### src/rtl/renderer_pkg.sv
// renderer_pkg: shared types, colours and widths for the spectrum bar renderer.
`default_nettype none

package renderer_pkg;

  localparam int HEIGHT_W = 11;

  typedef enum logic [1:0] {
    IDLE   = 2'd0,
    LATCH  = 2'd1,
    UPDATE = 2'd2
  } state_t;

  localparam logic [23:0] COL_BLACK  = 24'h000000;
  localparam logic [23:0] COL_GREEN  = 24'h00FF00;
  localparam logic [23:0] COL_YELLOW = 24'hFFFF00;
  localparam logic [23:0] COL_RED    = 24'hFF0000;
  localparam logic [23:0] COL_WHITE  = 24'hFFFFFF;

endpackage

`default_nettype wire

### src/rtl/spectrum_log2.sv
// spectrum_log2: priority encoder giving floor(log2) of an unsigned magnitude plus a zero flag.
`default_nettype none

module spectrum_log2 #(
  parameter int DATA_W = 16,
  parameter int LOG_W  = 4
) (
  input  logic [DATA_W-1:0] i_value,
  output logic [LOG_W-1:0]  o_log2,
  output logic              o_zero
);

  // Highest set bit wins because later iterations overwrite earlier ones.
  always_comb begin
    o_log2 = '0;
    for (int i = 0; i < DATA_W; i++) begin
      if (i_value[i]) o_log2 = LOG_W'(i);
    end
  end

  assign o_zero = (i_value == '0);

endmodule

`default_nettype wire

### src/rtl/spectrum_bar_renderer.sv
// spectrum_bar_renderer: captures FFT frames, converts bins to log bar heights with peak hold
// during vertical blanking, and paints the bars with a 2-cycle registered pixel path.
`default_nettype none

module spectrum_bar_renderer
  import renderer_pkg::*;
#(
  parameter int N_BINS      = 16,
  parameter int DATA_W      = 16,
  parameter int BAR_W_LOG2  = 5,
  parameter int SCREEN_H    = 480,
  parameter int LOG_SHIFT   = 4,
  parameter int HOLD_FRAMES = 8,
  parameter int DECAY_STEP  = 4
) (
  input  logic                           i_clk,
  input  logic                           i_rst,
  input  logic [N_BINS-1:0][DATA_W-1:0]  i_fft_data,
  input  logic                           i_fft_valid,
  input  logic                           i_frame_start,
  input  logic [10:0]                    i_VGA_X,
  input  logic [10:0]                    i_VGA_Y,
  output logic [7:0]                     o_VGA_R,
  output logic [7:0]                     o_VGA_G,
  output logic [7:0]                     o_VGA_B,
  output logic                           o_busy,
  output logic                           o_overrun
);

  localparam int K_W    = $clog2(N_BINS);
  localparam int LOG_W  = $clog2(DATA_W);
  localparam int HOLD_W = $clog2(HOLD_FRAMES + 1);
  localparam int AREA_W = N_BINS << BAR_W_LOG2;

  state_t               r_state, w_next;
  logic [DATA_W-1:0]    r_shadow [N_BINS];
  logic [DATA_W-1:0]    r_work   [N_BINS];
  logic                 r_pending;
  logic [K_W-1:0]       r_k;
  logic                 r_overrun;
  logic [HEIGHT_W-1:0]  r_height [N_BINS];
  logic [HEIGHT_W-1:0]  r_peak   [N_BINS];
  logic [HOLD_W-1:0]    r_hold   [N_BINS];

  logic                 w_start;
  logic [DATA_W-1:0]    w_cur, w_abs;
  logic [LOG_W-1:0]     w_log2;
  logic                 w_zero;
  logic [31:0]          w_h_full;
  logic [HEIGHT_W-1:0]  w_h;

  assign w_start = (r_state == IDLE) && i_frame_start;

  always_ff @(posedge i_clk or posedge i_rst) begin
    if (i_rst) r_state <= IDLE;
    else       r_state <= w_next;
  end

  always_comb begin
    w_next = r_state;
    unique case (r_state)
      IDLE:    if (i_frame_start) w_next = LATCH;
      LATCH:   w_next = UPDATE;
      UPDATE:  if (r_k == K_W'(N_BINS - 1)) w_next = IDLE;
      default: w_next = IDLE;
    endcase
  end

  // The shadow->work copy is taken on the frame_start edge itself, so a strobe in that
  // same cycle lands in the shadow buffer and stays pending for the following frame.
  always_ff @(posedge i_clk or posedge i_rst) begin
    if (i_rst) begin
      r_pending <= 1'b0;
      r_k       <= '0;
      r_overrun <= 1'b0;
      for (int i = 0; i < N_BINS; i++) begin
        r_shadow[i] <= '0;
        r_work[i]   <= '0;
      end
    end else begin
      r_overrun <= i_frame_start && (r_state != IDLE);
      r_k       <= (r_state == UPDATE) ? r_k + K_W'(1) : '0;
      if (w_start && r_pending) begin
        for (int i = 0; i < N_BINS; i++) r_work[i] <= r_shadow[i];
      end
      if (i_fft_valid) begin
        for (int i = 0; i < N_BINS; i++) r_shadow[i] <= i_fft_data[i];
        r_pending <= 1'b1;
      end else if (w_start) begin
        r_pending <= 1'b0;
      end
    end
  end

  // Two's-complement magnitude; the most negative value wraps to 2^(DATA_W-1) unsigned.
  assign w_cur    = r_work[r_k];
  assign w_abs    = w_cur[DATA_W-1] ? (~w_cur + DATA_W'(1)) : w_cur;
  assign w_h_full = (32'(w_log2) + 32'd1) << LOG_SHIFT;
  assign w_h      = w_zero ? '0 :
                    (w_h_full > 32'(SCREEN_H)) ? HEIGHT_W'(SCREEN_H) : w_h_full[HEIGHT_W-1:0];

  spectrum_log2 #(
    .DATA_W (DATA_W),
    .LOG_W  (LOG_W)
  ) u_log2 (
    .i_value (w_abs),
    .o_log2  (w_log2),
    .o_zero  (w_zero)
  );

  always_ff @(posedge i_clk or posedge i_rst) begin
    if (i_rst) begin
      for (int i = 0; i < N_BINS; i++) begin
        r_height[i] <= '0;
        r_peak[i]   <= '0;
        r_hold[i]   <= '0;
      end
    end else if (r_state == UPDATE) begin
      r_height[r_k] <= w_h;
      if (w_h >= r_peak[r_k]) begin
        r_peak[r_k] <= w_h;
        r_hold[r_k] <= HOLD_W'(HOLD_FRAMES);
      end else if (r_hold[r_k] != '0) begin
        r_hold[r_k] <= r_hold[r_k] - HOLD_W'(1);
      end else if (32'(r_peak[r_k]) > 32'(w_h) + 32'(DECAY_STEP)) begin
        r_peak[r_k] <= r_peak[r_k] - HEIGHT_W'(DECAY_STEP);
      end else begin
        r_peak[r_k] <= w_h;
      end
    end
  end

  logic [K_W-1:0]       r_bin;
  logic [HEIGHT_W-1:0]  r_row;
  logic                 r_in_area, r_sep;
  logic [HEIGHT_W-1:0]  w_pk, w_ht;
  logic [23:0]          w_col, r_rgb;

  always_ff @(posedge i_clk or posedge i_rst) begin
    if (i_rst) begin
      r_bin     <= '0;
      r_row     <= '0;
      r_in_area <= 1'b0;
      r_sep     <= 1'b0;
      r_rgb     <= COL_BLACK;
    end else begin
      r_bin     <= i_VGA_X[BAR_W_LOG2 +: K_W];
      r_row     <= HEIGHT_W'(SCREEN_H - 1) - i_VGA_Y;
      r_in_area <= (32'(i_VGA_X) < 32'(AREA_W)) && (32'(i_VGA_Y) < 32'(SCREEN_H));
      r_sep     <= &i_VGA_X[BAR_W_LOG2-1:0];
      r_rgb     <= w_col;
    end
  end

  assign w_pk = r_peak[r_bin];
  assign w_ht = r_height[r_bin];

  always_comb begin
    w_col = COL_BLACK;
    if (!r_in_area || r_sep) begin
      w_col = COL_BLACK;
    end else if (w_pk >= HEIGHT_W'(2) &&
                 (r_row == w_pk - HEIGHT_W'(2) || r_row == w_pk - HEIGHT_W'(1))) begin
      w_col = COL_WHITE;
    end else if (r_row < w_ht) begin
      if (r_row < HEIGHT_W'(SCREEN_H / 2))          w_col = COL_GREEN;
      else if (r_row < HEIGHT_W'(3 * SCREEN_H / 4)) w_col = COL_YELLOW;
      else                                          w_col = COL_RED;
    end
  end

  assign o_VGA_R   = r_rgb[23:16];
  assign o_VGA_G   = r_rgb[15:8];
  assign o_VGA_B   = r_rgb[7:0];
  assign o_busy    = (r_state != IDLE);
  assign o_overrun = r_overrun;

endmodule

`default_nettype wire

### config.mk
export PLATFORM = sky130hd
export DESIGN_NAME = spectrum_bar_renderer
export DESIGN_NICKNAME = d
export VERILOG_FILES = /design/src/rtl/renderer_pkg.sv /design/src/rtl/spectrum_log2.sv /design/src/rtl/spectrum_bar_renderer.sv
export SDC_FILE = /design/constraint.sdc
export NUM_CORES = 2
export LEC_CHECK = 0
export BUFFER_PORTS_ARGS = -buffer_cell sky130_fd_sc_hd__buf_2
export CAP_MARGIN = 20
export CORE_UTILIZATION = 60
export DETAILED_ROUTE_END_ITERATION = 10
export HOLD_SLACK_MARGIN = 0.08
export PLACE_DENSITY = 0.78
export SLEW_MARGIN = 0
export SYNTH_ARGS = -nofsm -noshare
export SYNTH_HDL_FRONTEND = slang
export SYNTH_SLANG_ARGS = --single-unit
export TNS_END_PERCENT = 50
### constraint.sdc
create_clock -name i_clk -period 35.4 [get_ports i_clk]
set_clock_uncertainty 0.15 [all_clocks]
set_input_delay 7.08 -clock i_clk [delete_from_list [all_inputs] [get_ports i_clk]]
set_output_delay 7.08 -clock i_clk [all_outputs]
set_load 0.005 [all_outputs]
==> impl_results.md <==
* Leakage power total at 20.0 nW
* Timing endpoint of the critical path: r_peak[0]
* Violations in the final reports: DRC
* Sequential fraction of the synthesis area at 53.6%
* CP Data Required Time at 35.77 ns
* Kind of capture point of the worst setup path: flip-flop
* Cell with the biggest individual delay on the critical path: sky130_fd_sc_hd__nor2_1
* Share of cells above drive strength 1 at 47.8%
* Count of buffers added by post-CTS timing repair for setup at 0
* Number of synthesized flops with an enable pin at 0
* IR Drop Worst-Case VDD at around 0.1 mV
* Design Power at 4.03 mW
* Peak per-stage delay on the critical path at around 0.96 ns
* DRC viols at 22
* Antenna violation net count after detailed routing at 0
* Wire per inst at 24.7 um
* Post-layout nets at between 3000 and 4000
* Critical path type: reg -> reg
* Launch point of the worst path: r_k[1]
* Synthesized instance count at between 2000 and 3000
* Num CTS Buffers at just under 90
* Synth Net Count at 3083
* Setup tns final at 0 ns
* Final setup viols at 0
* Fin area at 0.0454 mm2
* Maximum number of pins on one net before global-route repair at 166
* Via count of the first global-routing pass at between 20000 and 30000
* Cell accounting for the most synthesized area: sky130_fd_sc_hd__dfrtp_1
* Area of placed instances at 0.0421 mm2
* Class of the worst hold path: reg -> reg
* Antenna violations before repair at 23
* Transition at the pin with the smallest max-transition slack at roughly 1.1 ns
* Power density over cell area at slightly below 90 mW/mm2
* Avg Inst Size Synth at 14.5 um2
* Endpoints failing hold at 0
* Area share of the largest cell type after synthesis at approximately 54%
* Total core area at 0.0660 mm2
* Setup repair after global routing missed its margin: false
* Sum of overflow across all layers after global routing at 0
* Reg-to-reg critical path endpoint: r_peak[0]
* Fill count at around 4300
* Iteration-0 DRC count of the detailed router at 2261
* Boundary Pins at just over 300
* Worst Reg2Reg Path Length in Cells at 26
* Seq cells post-synth at 860
* Worst rel slew slack at between 20% and 30%
* Period minus WS final at roughly 11 ns
* Post-synthesis cell type count at 82
* Reg2reg setup slack at about 25 ns
* Clk sinks at 860
* Detailed placer's ending HPWL at roughly 65 mm
* Cells taking the most area after synthesis: sky130_fd_sc_hd__dfrtp_1 54%, sky130_fd_sc_hd__mux2_2 20%, sky130_fd_sc_hd__mux4_2 11%, sky130_fd_sc_hd__nand2_1 1.6%, sky130_fd_sc_hd__nor2_1 1.0%
* Detailed-route vias per instance at between 6 and 7
* Starting density of the core at around 61%
* CTS clk-pin slew, worst paths at approximately 0.060 ns
* Maximum capacitance violations at 0
* Hold Buf Count CTS at 0
* Count of final max-slew check failures at 0
* DR pass1 iterations at 8
* Number of warnings printed during yosys synthesis at 0
* Number of placement rows at 94
* Result of the run: finished, violations left
* Buffer depth of the longest clock path at 3
* Total length of routed wires at 97.9 mm
* Wire length of the first global-routing pass at 153 mm
* Root Driver: sky130_fd_sc_hd__clkbuf_16
* Vertical extent of the die at 261 um
* Post-Synthesis Cell Area at about 0.040 mm2
* Arr. time, crit path at between 10 and 15 ns
* Total of buffers placed on input and output ports at around 300
* Startpoint class of the critical path: flip-flop
* CTS tree: yes
* Insertion delay to the later sink of the worst-skew pair at roughly 0.66 ns
* Number of instances resized during post-cts repair at 0
* Global placer's final weighted congestion at roughly 0.88
* Highest net fanout along the worst path at slightly above 40
* Most Frequent Cell on Critical Path: sky130_fd_sc_hd__ha_1
* Die X-Extent at roughly 260 um
* Startpoint of the worst-slack reg-to-reg timing path: r_k[1]
* Fmax at approximately 95 MHz
* H-Tree Level Count at 3
* Most frequently used flop master after synthesis: sky130_fd_sc_hd__dfrtp_1
* Via count at between 20000 and 30000
* Ys async rst share at 100%
* Area of the die at 0.0680 mm2
* Area grow syn2layout at 13.1%
* Fin crit share at 29.7%
* Global router's overall resource usage at between 20% and 30%
## synthesized netlist by cell type, drive strengths merged (17+ instances only)
| cell | count |
|---|---|
| dfrtp | 860 |
| mux2 | 709 |
| mux4 | 212 |
| nand2 | 169 |
| buf | 107 |
| nor2 | 107 |
| clkbuf | 90 |
| o21ai | 73 |
| inv | 53 |
| nand3 | 36 |
| xnor2 | 32 |
| ha | 30 |
| a22oi | 27 |
| a21oi | 21 |
| a31oi | 20 |
| xor2 | 19 |
| nor3 | 17 |
| o22a | 17 |
| o31ai | 17 |
## final cells by class
cell class | count | area (um2) | share of cell area, %
repair buffers | 351 | 1980 | 4.35
flip-flops and latches | 860 | 21500 | 47.4
well taps | 864 | 1080 | 2.38
clock buffers | 122 | 2580 | 5.68
inverters | 53 | 206 | 0.454
multi-input cells | 1661 | 17400 | 38.4
clock inverters | 36 | 588 | 1.29
diodes | 15 | 37.5 | 0.0826
## report_power, final
part           switching, mW  total (mW)  leakage (nW)  internal (mW)
sequential             0.147        1.36          10.7           1.21
combinational           1.02        1.67          7.67          0.652
clock                  0.402        1.00          1.56          0.601
## worst min-delay path by stage
| stage | slack [ns] | from | endpoint | cells past startpoint |
|---|---|---|---|---|
| 6_report | 0.33 | r_height[49] | r_height[49] | 2 |
| 3_5_place_dp | 0.32 | r_height[40] | r_height[40] | 2 |
| 4_1_cts | 0.33 | r_height[40] | r_height[40] | 2 |
| 3_3_place_gp | 0.30 | r_height[17] | r_height[17] | 2 |
| 2_1_floorplan | 0.29 | r_pending | r_pending | 1 |
| 5_1_grt | 0.35 | r_height[18] | r_height[18] | 2 |
## per-layer routing
metal | share of wire [%] | global-route usage, %
met5 | 0.10 | 0
met4 | 3.3 | 11.7
met3 | 6.6 | 5.58
met2 | 51 | 49.2
met1 | 39 | 38.2
## sequential cells by signal, summed over array words and instances (netlist names), 3 cells and up
register	cells
r_bin	4
r_height	80
r_hold	64
r_k	4
r_peak	176
r_rgb	3
r_row	11
r_shadow	256
r_work	256
## per-stage QoR
stage          cells  utilization (%)  hold WS, ns  setup WS [ns]
6_report        3962             68.9        0.330          24.90
5_1_grt         3959             68.9        0.350          24.34
4_1_cts         3942             68.6        0.331          23.95
3_5_place_dp    3784             63.8        0.317          23.28
3_3_place_gp    3784             63.8        0.304          23.49
2_1_floorplan   2771                -        0.292           4.00
## cells in the final DEF, fill, tap and decap left out, types with 19 or more instances in the layout
cell type                   count
sky130_fd_sc_hd__nand3_1       36
sky130_fd_sc_hd__clkbuf_8      23
sky130_fd_sc_hd__clkbuf_16     89
sky130_fd_sc_hd__o21ai_0       62
sky130_fd_sc_hd__xnor2_1       32
sky130_fd_sc_hd__a22oi_1       23
sky130_fd_sc_hd__buf_4         38
sky130_fd_sc_hd__xor2_1        19
sky130_fd_sc_hd__mux2_2       709
sky130_fd_sc_hd__nand2_1      166
sky130_fd_sc_hd__ha_1          30
sky130_fd_sc_hd__nor2_1        98
sky130_fd_sc_hd__buf_2        306
sky130_fd_sc_hd__inv_1         50
sky130_fd_sc_hd__dfrtp_1      855
sky130_fd_sc_hd__a31oi_1       20
sky130_fd_sc_hd__mux4_2       201
## worst max-delay path: cells and delay by family (launching register included)
family	cells	cell delay (ns)
DFF	1	0.93
muxes	2	0.79
AOI/OAI and AO/OA	6	1.85
xor gates and xnor gates	1	0.19
and+or+nand+nor	11	4.27
buffers and inverters	3	1.22
adders and majority gates	3	0.87
## cells by family (layout without fill, tap and decap cells)
family	after synthesis	count (layout)	synth area share, %
flip-flops	860	860	53.6
adder cells (fa/ha/maj)	30	30	0.934
XOR/XNOR	51	51	1.11
AND/OR/NAND/NOR	386	386	4.33
other	0	15	0
AO/OA/AOI/OAI	260	260	4.74
multiplexers	934	934	32.2
buffers and inverters	250	562	3.11
Power figures use the tool's default switching activity.
